[config.mk]
export PLATFORM = sky130hd
export DESIGN_NAME = cmprs_frame_sequencer
export DESIGN_NICKNAME = d
export VERILOG_FILES = /design/src/rtl/cmprs_frame_sequencer.sv
export SDC_FILE = /design/constraint.sdc
export NUM_CORES = 1
export LEC_CHECK = 0
export BUFFER_PORTS_ARGS = -buffer_cell sky130_fd_sc_hd__buf_2
export CAP_MARGIN = 15
export CORE_MARGIN = 4
export CORE_UTILIZATION = 40
export CTS_BUF_LIST = sky130_fd_sc_hd__clkbuf_4 sky130_fd_sc_hd__clkbuf_8
export DETAILED_ROUTE_END_ITERATION = 16
export SYNTH_ARGS = -nofsm -noshare
export SYNTH_HDL_FRONTEND = slang
export SYNTH_SLANG_ARGS = --single-unit
[constraint.sdc]
create_clock -name mclk -period 4.6 [get_ports mclk]
set_input_delay 0.46 -clock mclk [delete_from_list [all_inputs] [get_ports mclk]]
set_output_delay 0.46 -clock mclk [all_outputs]
set_load 0.05 [all_outputs]
[src/rtl/cmprs_frame_sequencer.sv]
// cmprs_frame_sequencer: per-channel compressor frame sequencer (start, read, drain, flush, done).
// Define CMPRS_SEQ_TIMEOUT_EN to compile in the per-frame watchdog.
module cmprs_frame_sequencer #(
   parameter int FRAME_BITS   = 4,
   parameter int TIMEOUT_BITS = 20
) (
   input  logic                  mclk,
   input  logic                  mrst,
   input  logic                  cmprs_en,
   input  logic                  frame_start,
   input  logic                  mem_done,
   input  logic                  stuffer_running,
   input  logic                  eof_written,
   input  logic                  irq_clr,
   output logic                  read_start,
   output logic [2:0]            status,
   output logic                  frame_done,
   output logic [FRAME_BITS-1:0] frame_num,
   output logic [1:0]            pending,
   output logic                  irq,
   output logic                  overrun,
   output logic                  timeout
);
   typedef enum logic [2:0] {IDLE, START, READ, DRAIN, FLUSH, DONE} state_t;
   state_t state, state_nxt;
   logic   seen_run, stuffer_r, deq, enq, drop, expire, active;

   assign active = state == READ || state == DRAIN || state == FLUSH;

`ifdef CMPRS_SEQ_TIMEOUT_EN
   logic [TIMEOUT_BITS-1:0] wd;
   assign expire = active && &wd;
   always_ff @(posedge mclk) begin
      if (mrst || state == START) wd <= '0;
      else if (active) wd <= wd + 1'b1;
      if (mrst || !cmprs_en) timeout <= 1'b0;
      else if (expire) timeout <= 1'b1;
   end
`else
   assign expire  = 1'b0;
   assign timeout = TIMEOUT_BITS < 0;
`endif

   always_comb begin
      state_nxt = state;
      deq       = 1'b0;
      case (state)
         IDLE:    if (frame_start || pending != 2'd0) begin
                     state_nxt = START;
                     deq       = pending != 2'd0;
                  end
         START:   state_nxt = READ;
         READ:    if (mem_done) state_nxt = DRAIN;
         DRAIN:   if (seen_run && !stuffer_running) state_nxt = eof_written ? DONE : FLUSH;
         FLUSH:   if (eof_written) state_nxt = DONE;
         DONE:    begin
                     state_nxt = pending != 2'd0 ? START : IDLE;
                     deq       = pending != 2'd0;
                  end
         default: state_nxt = IDLE;
      endcase
      if (!cmprs_en || expire) begin
         state_nxt = IDLE;
         deq       = 1'b0;
      end
   end

   // A request in IDLE is served directly unless older requests are already queued
   assign enq  = cmprs_en && frame_start && (state != IDLE || pending != 2'd0);
   assign drop = enq && !deq && pending == 2'd2;

   always_ff @(posedge mclk) begin
      if (mrst) begin
         state      <= IDLE;
         pending    <= '0;
         frame_num  <= '0;
         frame_done <= 1'b0;
         irq        <= 1'b0;
         overrun    <= 1'b0;
         seen_run   <= 1'b0;
         stuffer_r  <= 1'b0;
      end else begin
         state      <= state_nxt;
         pending    <= (!cmprs_en || expire) ? 2'd0 : pending + {1'b0, enq && !drop} - {1'b0, deq};
         frame_done <= state_nxt == DONE;
         if (state_nxt == DONE) frame_num <= frame_num + 1'b1;
         irq        <= state_nxt == DONE || (irq && !(irq_clr && !frame_done));
         overrun    <= drop || (overrun && !irq_clr);
         seen_run   <= state != START && (seen_run || (stuffer_running && (state == READ || state == DRAIN)));
         stuffer_r  <= stuffer_running;
      end
   end

   assign read_start = state == START;
   assign status     = {state == FLUSH, stuffer_r, state == READ};
endmodule
; ---- Yosys cells after proc, flatten, opt, wreduce, memory -nomap -nowiden
; Index checks and enable logic that the tools add are counted.
; W data, S select, Z words.
[op_classes]
bitwise = 1
n_eq_ne = 8
n_mul = 0
n_div = 0
magnitude_cmp = 0
shifts = 0
n_reduce_logical = 27
n_mux = 11
n_addsub = 3
[ops]
columns = op, n
row1 = $pmux W3 S6, 1
row2 = $mux W3, 5
row3 = $logic_and A1 B1 Y1, 11
row4 = $eq A3 B3 Y1 const B, 3
row5 = $eq A3 B2 Y1 const B, 2
row6 = $logic_not A1 Y1, 6
row7 = $logic_or A1 B1 Y1, 6
row8 = $add A4 B1 Y4 const B, 1
row9 = $mux W1, 4
row10 = $eq A3 B1 Y1 const B, 1
row11 = $logic_not A3 Y1, 1
row12 = $ne A3 B1 Y1 const B, 1
row13 = $reduce_bool A3 Y1, 1
row14 = $add A2 B1 Y2, 1
row15 = $eq A2 B2 Y1 const B, 1
row16 = $pmux W1 S2, 1
row17 = $reduce_bool A2 Y1, 1
row18 = $reduce_or A2 Y1, 1
row19 = $sub A2 B1 Y2, 1
row20 = $not A1 Y1, 1
[totals]
ram_bits = 0
rom_bits = 0
word_cells = 58
out_inout_bits = 14
n_memories = 0
latchBits = 0
ff_bits = 14

; ---- Longest topological paths before layout
; Gate-level depths: netlist (run 1).
[depth]
depth_word = 12
depth_mapped = 12

; ---- Least setup slack after synthesis (run 1)
; OpenSTA, ideal clock, no wires.
[synth_path]
kind = flip-flop to flip-flop
startpoint = reg pending[1]
endpoint = reg pending[1]
n_path_buf = 1
stages_incl_launch_ff = 13
slack_ns = 2.417
arrival_ns = 2.067
t_required_ns = 4.484
path_cell_list = dfxtp_1 -> buf_2 -> nor3_1 -> a21oi_1 -> nor2_1 -> a21oi_1 -> o211ai_1 -> ha_1 -> inv_1 -> ha_1 -> xor2_1 -> xnor2_1 -> nor2_1
[synth_between]
elab_chain_len = 12
elab_cells_between_ends = 15
[synth_lines]
columns = item, line_no
row1 = "start, declared", 19  ; output logic [1:0] pending,
row2 = "start signal, assigned", 84  ; pending <= (!cmprs_en || expire) ? 2'd0 : pending + {1'b0, enq && !drop} - {1'b0, deq};
row3 = $reduce_bool A2 Y1, n/a
row4 = $logic_or A1 B1 Y1, 48  ; IDLE: if (frame_start || pending != 2'd0) begin
row5 = $mux W1, 48
row6 = $pmux W1 S2, 47  ; case (state)
row7 = $mux W1, 62  ; if (!cmprs_en || expire) begin
row8 = $logic_not A1 Y1, 70  ; assign drop = enq && !deq && pending == 2'd2;
row9 = $logic_and A1 B1 Y1 (2 in a row), 70
row10 = $logic_not A1 Y1, 84
row11 = $logic_and A1 B1 Y1, 84
row12 = $add A2 B1 Y2, 84
row13 = $sub A2 B1 Y2 (*), 84
; Mark *: on every way between the ends. The rest lies on a longest branch, timed or not.
; A chain may end at the register's enable or synchronous reset.

; ---- Final worst setup path (run 1)
[layout_path]
startpoint = reg state[1]
endpoint = reg pending[1]
[layout_between]
elab_chain_len = 10
elab_cells_between_ends = 14
[layout_lines]
columns = item, line_no
row1 = "start, declared", 25  ; state_t state, state_nxt;
row2 = "start signal, assigned", 83  ; state <= state_nxt;
row3 = $eq A3 B3 Y1 / $logic_not A3 Y1 (equally long branches), 47
row4 = $pmux W1 S2, 47
row5 = $mux W1, 62
row6 = $logic_not A1 Y1, 70
row7 = $logic_and A1 B1 Y1 (2 in a row), 70
row8 = $logic_not A1 Y1, 84
row9 = $logic_and A1 B1 Y1, 84
row10 = $add A2 B1 Y2, 84
row11 = $sub A2 B1 Y2 (*), 84
; Marks and branches as above.

==> metrics, run 1 <==
num rows=15; critical-path maximum fanout=14; postcts setup bufs=0; GRT overflow=0; die extent in y=52 um; post-synth top area share=0.3619; layout cells sized above 1=0.2385; total wire length=about 1500 um; Min Clock Period, post-route=2.054 ns; Vias/cell=4.963; remaining antenna violation count=0; hold buffers post-CTS=0; critical path, cell by cell=nor3_1, a21oi_1, nor2_1, a21oi_1, o211ai_1, ha_1, inv_1, ha_1, xor2_1, xnor2_1, nor2_1; GR Util All Layers=0.1193; startpoint class of the critical path=register; FMAX=486.8 MHz; Vias=665; Layout area overhead=15.51%; Power per Cell Area=around 260 nW/um^2; initial DRC count=9; post-CTS sizing=0; # IOs=22; Clock Root Buffer=clkbuf_4; CTS Sinks=14; Starting Density=0.4344; # fillers=about 190; Worst EP required=roughly 4.8 ns; run status=completed; Hold Path Class=in -> reg; nets=121; post-synth top area cell=dfxtp_1; CP endpoint kind=register; remaining routing DRC violations=0; number of global-route vias before repair=566; initial antenna violation count=0; Seq. cell area=between 200 and 300 um^2; DP Wirelength=~1100 um; Setup TNS=0 ns; TritonCTS clock tree=done; RSZ-0062 raised after global routing=false; Pleak=~0.42 nW; largest net degree at the start of global routing=15; synth warn=0; worst path arrival time=2.23 ns; DRT Pass-1 Iters=4; total power=0.2369 mW; worst-case clock buffer depth=2; core area=1783 um^2; area used by multi-input combinational logic=424.2 um^2; average cell area after synthesis=8.418 um^2; max cap viols=0; Final period util=0.4466; Syn Nets=103; Final Util=0.5018; EDFF count, synth=0; Synth cell types=34; WL per Instance=11.02 um; sequential area share after synthesis=0.3619; global-route wire length before repair=2428 um; synthesized area=between 700 and 800 um^2; Slowest-stage cell, CP=dfxtp_1; Setup CP Type=reg -> reg; final instance area=894.6 um^2; hold slack=roughly 0.42 ns; gpl congestion=0.7630; most frequent cells in the layout=buf_2, dfxtp_1, nor2_1; cell area after placement=858.3 um^2; Ant. Diodes=0; final setup skew=about 0.0018 ns; Die Wd=52 um; # port buffers=20; H-tree levels=1; Top FF cell, synth=dfxtp_1; Synth area leaders=dfxtp_1, nor2_1, ha_1, a21oi_1, nand2b_1; Final Slew Violations=0; FFs w/ async S/R, synth=0; #FFs+latches synth=14; clock latency on the worst-skew pair=0.27 ns; Reg clk slew, reported paths=0.08 ns; die area=between 2000 and 3000 um^2; crit-path max cell delay=0.57 ns; Mapped Cells=92; commonest non-fill, non-tap cell in the layout=buf_2; TritonCTS Buffers=3; setup violators final=0; Peak supply drop=119.9 uV; Hold Vio Cnt, Final=0
[synthesized netlist by cell type (2+ instances only)]
| master | instances |
|---|---|
| a21o_1 | 2 |
| a21oi_1 | 7 |
| buf_2 | 2 |
| buf_4 | 3 |
| dfxtp_1 | 14 |
| ha_1 | 3 |
| inv_1 | 5 |
| nand2_1 | 4 |
| nand2b_1 | 5 |
| nand3_1 | 2 |
| nor2_1 | 12 |
| nor2b_1 | 4 |
| nor3_1 | 3 |
| o211ai_1 | 2 |
| o21ai_0 | 2 |
| or3_1 | 2 |
| xnor2_1 | 2 |
| xor2_1 | 2 |
[flip-flops by register name, indices dropped and copies added, names as in the netlist]
name	count
frame_num	4
irq	1
seen_run	1
overrun	1
stuffer_r	1
pending	2
state	3
frame_done	1
[report_power, final]
group	internal, mW	switching (mW)
Combinational	0.00893	0.0163
Sequential	0.123	0.00258
Clock	0.0481	0.0384
Total	0.180	0.0573
[final timing paths]
check / startpoint / endpoint / slack [ns] / depth (start not counted)
hold reg to reg: seen_run / seen_run / 0.47 / 2
setup / recovery: state[1] / pending[1] / 2.55 / 11
setup reg to reg: state[1] / pending[1] / 2.55 / 11
hold / removal: stuffer_running / stuffer_r / 0.42 / 2
[routing by layer]
layer	track usage	share of wire
met3	0.05444	0.080
met1	0.1526	0.48
met2	0.1883	0.44
met5	0	0
met4	0.01310	0
[logic make-up after synthesis]
kind of cell	count (synthesis)	share of synthesized area
AO/OA/AOI/OAI	18	0.1745
flip-flops	14	0.3619
buffers and inverters	13	0.09046
adder cells (fa/ha/maj)	3	0.04847
other	1	0.004842
multiplexers	1	0.01292
XOR/XNOR	4	0.04524
AND/OR/NAND/NOR	38	0.2617
[cell type report]
class | count | share of cell area
Clock buffer | 4 | 0.04056
Inverter | 6 | 0.02517
Timing Repair Buffer | 20 | 0.1119
Tap cell | 25 | 0.03497
Sequential cell | 14 | 0.3133
Multi-Input combinational cell | 65 | 0.4741
[per-stage QoR]
stage,std cells,setup WS (ns)
after floorplan,92,2.417
after global placement,130,2.620
after detailed placement,130,2.581
after CTS,134,2.553
after global routing,134,2.308
final,134,2.546
[worst max-delay path: cells and delay by family, from the launching register on]
kind	cells	cell delay [ns]
flip-flops	1	0.57
adder cells (fa/ha/maj)	2	0.45
AO/OA/AOI/OAI	3	0.37
XOR/XNOR	2	0.31
AND/OR/NAND/NOR	3	0.21
buffers and inverters	1	0.03
No activity file was read; power rests on OpenSTA's default activity.
==> run 2: changes to the inputs <==
--- a/config.mk
+++ b/config.mk
@@ -11,6 +11,7 @@
 export CORE_UTILIZATION = 40
 export CTS_BUF_LIST = sky130_fd_sc_hd__clkbuf_4 sky130_fd_sc_hd__clkbuf_8
 export DETAILED_ROUTE_END_ITERATION = 16
+export PLACE_DENSITY = 0.66
 export SYNTH_ARGS = -nofsm -noshare
 export SYNTH_HDL_FRONTEND = slang
 export SYNTH_SLANG_ARGS = --single-unit
==> constraint.sdc (replaced) <==
create_clock -name mclk -period 1.8 [get_ports mclk]
set_input_delay 0.18 -clock mclk [delete_from_list [all_inputs] [get_ports mclk]]
set_output_delay 0.18 -clock mclk [all_outputs]
set_load 0.05 [all_outputs]
==> metrics, run 2 (same netlist as run 1, synthesis figures left out) <==
remaining antenna violation count=0; GRT overflow=0; TritonCTS Buffers=3; Vias/cell=4.911; run status=finished, violations left; Reg clk slew, reported paths=roughly 0.090 ns; crit-path max cell delay=0.38 ns; core area=~1800 um^2; Setup TNS=-0.03558 ns; layout cells sized above 1=0.4050; setup violators final=1; Ant. Diodes=0; critical path, cell by cell=nor3_2, a21oi_1, nor2_1, a21oi_1, o211ai_1, ha_1, inv_1, ha_1, xor2_1, xnor2_1, nor2_1; Vias=717; # port buffers=20; critical-path maximum fanout=8; max FFs per register=4; Hold Vio Cnt, Final=0; max cap viols=0; worst-case clock buffer depth=2; hold path start=stuffer_running; die area=2704 um^2; largest net degree at the start of global routing=12; initial antenna violation count=0; Slowest-stage cell, CP=dfxtp_4; nets=133; DP Wirelength=1277 um; worst path arrival time=2.01 ns; largest register by flop count=frame_num; Final Slew Violations=0; cell area after placement=between 900 and 1000 um^2; total power=0.5948 mW; CTS Sinks=14; commonest non-fill, non-tap cell in the layout=buf_2; Worst EP required=1.97 ns; Setup WS post-layout=-0.03558 ns; most frequent cells in the layout=buf_2, nor2_1, buf_4; Power per Cell Area=about 580 nW/um^2; final instance area=1027 um^2; Layout area overhead=32.63%; die extent in y=52 um; Starting Density=0.4344; CP Launch Point=pending[1]; Pleak=0.4844 nW; remaining routing DRC violations=0; Clock Root Buffer=clkbuf_4; total wire length=1817 um; FMAX=544.8 MHz; startpoint class of the critical path=register; WL per Instance=12.45 um; gpl congestion=between 0.7 and 0.8; Hold Path Class=in -> reg; failing checks=setup timing; Peak supply drop=268.9 uV; H-tree levels=1; TritonCTS clock tree=done; GR Util All Layers=0.1479; Min Clock Period, post-route=1.836 ns; global-route wire length before repair=around 3000 um; biggest regs=frame_num: 4 flops, state: 3 flops, pending: 2 flops; # IOs=22; num rows=15; final setup skew=0.008389 ns; Final period util=1.020; DRT Pass-1 Iters=3; Setup CP Type=reg -> reg; RSZ-0062 raised after global routing=true; CP endpoint kind=register; initial DRC count=8; number of global-route vias before repair=711; clock latency on the worst-skew pair=0.28 ns; Final Util=0.5761; Die Wd=between 50 and 60 um; r2r startpoint=pending[1]
[run 2: cell types whose count changed in the layout (fill, tap and decap cells not counted), sizes merged]
cell	delta
buf	+12
[run 2: path summary, 6_finish.rpt]
check / to / slack [ns] / depth (start not counted)
max: pending[1] / -0.04 / 11
min: stuffer_r / 0.18 / 2
max reg2reg: pending[1] / -0.04 / 11
min reg2reg: overrun / 0.48 / 2
[run 2: critical path: cells and delay by family (launching register included)]
family,cells,cell delay (ns)
adders and majority gates,2,0.39
DFF,1,0.38
xor gates and xnor gates,2,0.30
and+or+nand+nor,3,0.30
AOI/OAI and AO/OA,3,0.29
buffers and inverters,1,0.06
[run 2: area by class of cell]
type | instances | area, um^2
clock buffers | 4 | 30.03
multi-input cells | 65 | 455.4
inverters | 6 | 22.52
fillers | 170 | 755.7
well taps | 25 | 31.28
flip-flops and latches | 14 | 294.0
repair buffers | 32 | 193.9
[run 2: layer usage]
metal,vias to the layer above,part of all wire,global-route usage
li1,369,-,-
met1,328,0.42,0.1608
met3,2,0.054,0.03725
met2,18,0.52,0.2782
met4,0,0.0072,0.03930
met5,-,0,0
[run 2: timing repair]
action / CTS / global route
endpoints found under the hold margin: 0 / 0
buffers inserted: 1 / 2
pin swaps: 3 / 6
setup endpoints to repair: 4 / 6
cloned: 0 / 0
hold buffers: 0 / 0
resized for setup: 8 / 4
[run 2: through the flow]
stage	instances	worst slack, ns	hold WS, ns
after global routing	146	-0.1853	0.1729
after global placement	139	-0.05052	0.4340
after detailed placement	139	-0.09303	0.4452
after floorplan	92	-0.08086	0.3082
final	146	-0.03558	0.1752
after CTS	144	-0.0007214	0.1615
[run 2: report_power, final]
group	total (mW)	leakage (nW)	internal [mW]	switching, mW
sequential	0.314	0.117	0.310	0.00421
clock	0.199	0.0184	0.101	0.0977
combinational	0.0823	0.349	0.0320	0.0502
==> run 3: changes to the inputs <==
--- a/config.mk
+++ b/config.mk
@@ -5,6 +5,7 @@
 export SDC_FILE = /design/constraint.sdc
 export NUM_CORES = 1
 export LEC_CHECK = 0
+export ABC_AREA = 1
 export BUFFER_PORTS_ARGS = -buffer_cell sky130_fd_sc_hd__buf_2
 export CAP_MARGIN = 15
 export CORE_MARGIN = 4
==> metrics, run 3 <==
Vias/cell=4.516; startpoint class of the critical path=register; #FFs+latches synth=14; remaining routing DRC violations=0; max cap viols=0; Hold Path Class=in -> reg; cell area after placement=1037 um^2; Hold Vio Cnt, Final=0; largest family of logic cells by synthesized area=simple AND/OR/NAND/NOR gates; max FFs per register=4; Synth cell types=24; critical-path maximum fanout=3; GRT met3 Usage=0.01662; Final Slew Violations=0; remaining antenna violation count=0; FFs w/ async S/R, synth=0; Clock Root Buffer=clkbuf_4; Mapped Cells=125; DP Wirelength=1463 um; post-synth top area cell=dfxtp_1; average cell area after synthesis=between 6 and 7 um^2; CP endpoint kind=register; nets=171; final instance area=around 1100 um^2; Pleak=slightly above 0.6 nW; Synth Area in Simple Gates=0.4071; # IOs=22; run status=completed; FMAX=563.5 MHz; Setup WS post-layout=between 0.02 and 0.03 ns; Min Clock Period, post-route=1.775 ns; final setup skew=around 0.00094 ns; RSZ-0062 raised after global routing=true; Ant. Diodes=0; synthesized area=roughly 840 um^2; hold slack=0.1367 ns; Worst EP required=2.02 ns; biggest regs=frame_num: 4 flops, state: 3 flops, pending: 2 flops; Starting Density=0.4249; synth warn=0; Setup CP Type=reg -> reg; Synth area leaders=dfxtp_1, inv_1, nor2_1, nand2_1, ha_1; setup violators final=0; Vias=840; EDFF count, synth=0; TritonCTS Buffers=3; met1 GRT Util=0.1448; GRT busiest layer=met2; Setup TNS=0 ns; # port buffers=20; Syn Nets=136; number of global-route vias before repair=approximately 800; TritonCTS clock tree=done; sequential area share after synthesis=0.3328; most frequent cells in the layout=inv_1, nor2_1, buf_2; Final period util=0.9859; global-route wire length before repair=just over 3000 um; GR Util All Layers=0.1447; GRT overflow=0; clock latency on the worst-skew pair=0.28 ns; Layout area overhead=35.96%; worst-case clock buffer depth=2; Top FF cell, synth=dfxtp_1; die extent in y=53.88 um; initial antenna violation count=0; Power per Cell Area=560.6 nW/um^2; CTS Sinks=14; core area=1982 um^2; commonest cells in the netlist=inv_1, nor2_1, nand2_1; num rows=16; H-tree levels=1; Synth Area in Adders=0.04458; post-synthesis xor/xnor area fraction=0.01040; Synth Area in Compound Gates=0.05646; post-synth top area share=0.3328; Peak supply drop=556.8 uV; Place WS=-0.1114 ns; largest net degree at the start of global routing=9; worst path arrival time=approximately 2.0 ns; Reg clk slew, reported paths=about 0.080 ns; Die Wd=~54 um; WL per Instance=approximately 10 um; total wire length=~1900 um; DRT Pass-1 Iters=4; initial DRC count=4; most frequent cell after synthesis=inv_1; largest register by flop count=frame_num; layout cells sized above 1=0.4277; M2 GR Usage=0.2843; gpl congestion=0.8721; mux contribution to synthesized area=0; commonest non-fill, non-tap cell in the layout=inv_1; die area=2903 um^2
==> run 3: cell count changes in the layout (fill, tap and decap cells not counted), sizes merged, moves of 3 or more <==
| cell | before | now |
|---|---|---|
| nand2 | 4 | 26 |
| a21oi | 7 | 4 |
| nor2b | 4 | 0 |
| nor2 | 12 | 25 |
| nand2b | 5 | 0 |
| inv | 6 | 26 |
| nand4 | 0 | 7 |
| nand3 | 2 | 7 |
==> run 3: what timing repair did <==
item	CTS	global route
resized for setup	10	6
setup buffers	1	3
hold buffers	0	0
pin swaps	2	7
gates cloned	0	0
endpoints found under the setup margin	1	2
==> run 3: critical path, cell delays in order (launching register included) <==
cell	delay (ns)
dfxtp_2	0.34
inv_4	0.07
nand2_4	0.06
nor2_4	0.11
nand2_2	0.06
nand3_2	0.07
inv_2	0.04
nand4_1	0.08
nand2_1	0.07
ha_1	0.27
inv_1	0.04
ha_2	0.16
or2_4	0.23
a21oi_2	0.12
==> run 3: path summary, 6_finish.rpt <==
| check | from | end | slack, ns | cells past startpoint |
|---|---|---|---|---|
| max reg2reg | state[1] | pending[1] | 0.03 | 13 |
| max | state[1] | pending[1] | 0.03 | 13 |
| min reg2reg | overrun | overrun | 0.47 | 2 |
| min | stuffer_running | stuffer_r | 0.14 | 3 |
==> run 3: layer usage <==
metal | share of wire | up-vias
li1 | - | 450
met1 | 0.43 | 375
met2 | 0.51 | 10
met3 | 0.032 | 5
met4 | 0.023 | 0
met5 | 0 | -
==> run 3: where the power goes <==
group	total, mW	switching [mW]	internal, mW	leakage, nW
registers	0.316	0.00293	0.314	0.116
logic	0.100	0.0646	0.0359	0.485
clock network	0.225	0.102	0.123	0.0210
total	0.642	0.169	0.473	0.622
==> run 3: cells by family (layout without fill, tap and decap cells) <==
group | after synthesis | count (layout)
xor+xnor | 1 | 1
compound gates | 8 | 8
simple gates | 68 | 68
other cells | 1 | 1
buf+inv | 30 | 64
fa+ha+maj | 3 | 3
flops | 14 | 14
==> run 3: area by class of cell <==
class	count	area, um^2
Tap cell	27	33.78
Sequential cell	14	286.5
Inverter	26	100.1
Clock buffer	4	36.28
Fill cell	202	837.1
Multi-Input combinational cell	81	483.0
Timing Repair Buffer	34	205.2
==> run 3: metrics by stage <==
step / util / power [mW] / cells
after global placement: 0.5234 / 0.4138 / 178
final: 0.5777 / 0.6419 / 186
after CTS: 0.5581 / 0.6440 / 183
after global routing: 0.5777 / 0.6720 / 186
after floorplan: - / 0.3890 / 125
after detailed placement: 0.5234 / 0.4160 / 178
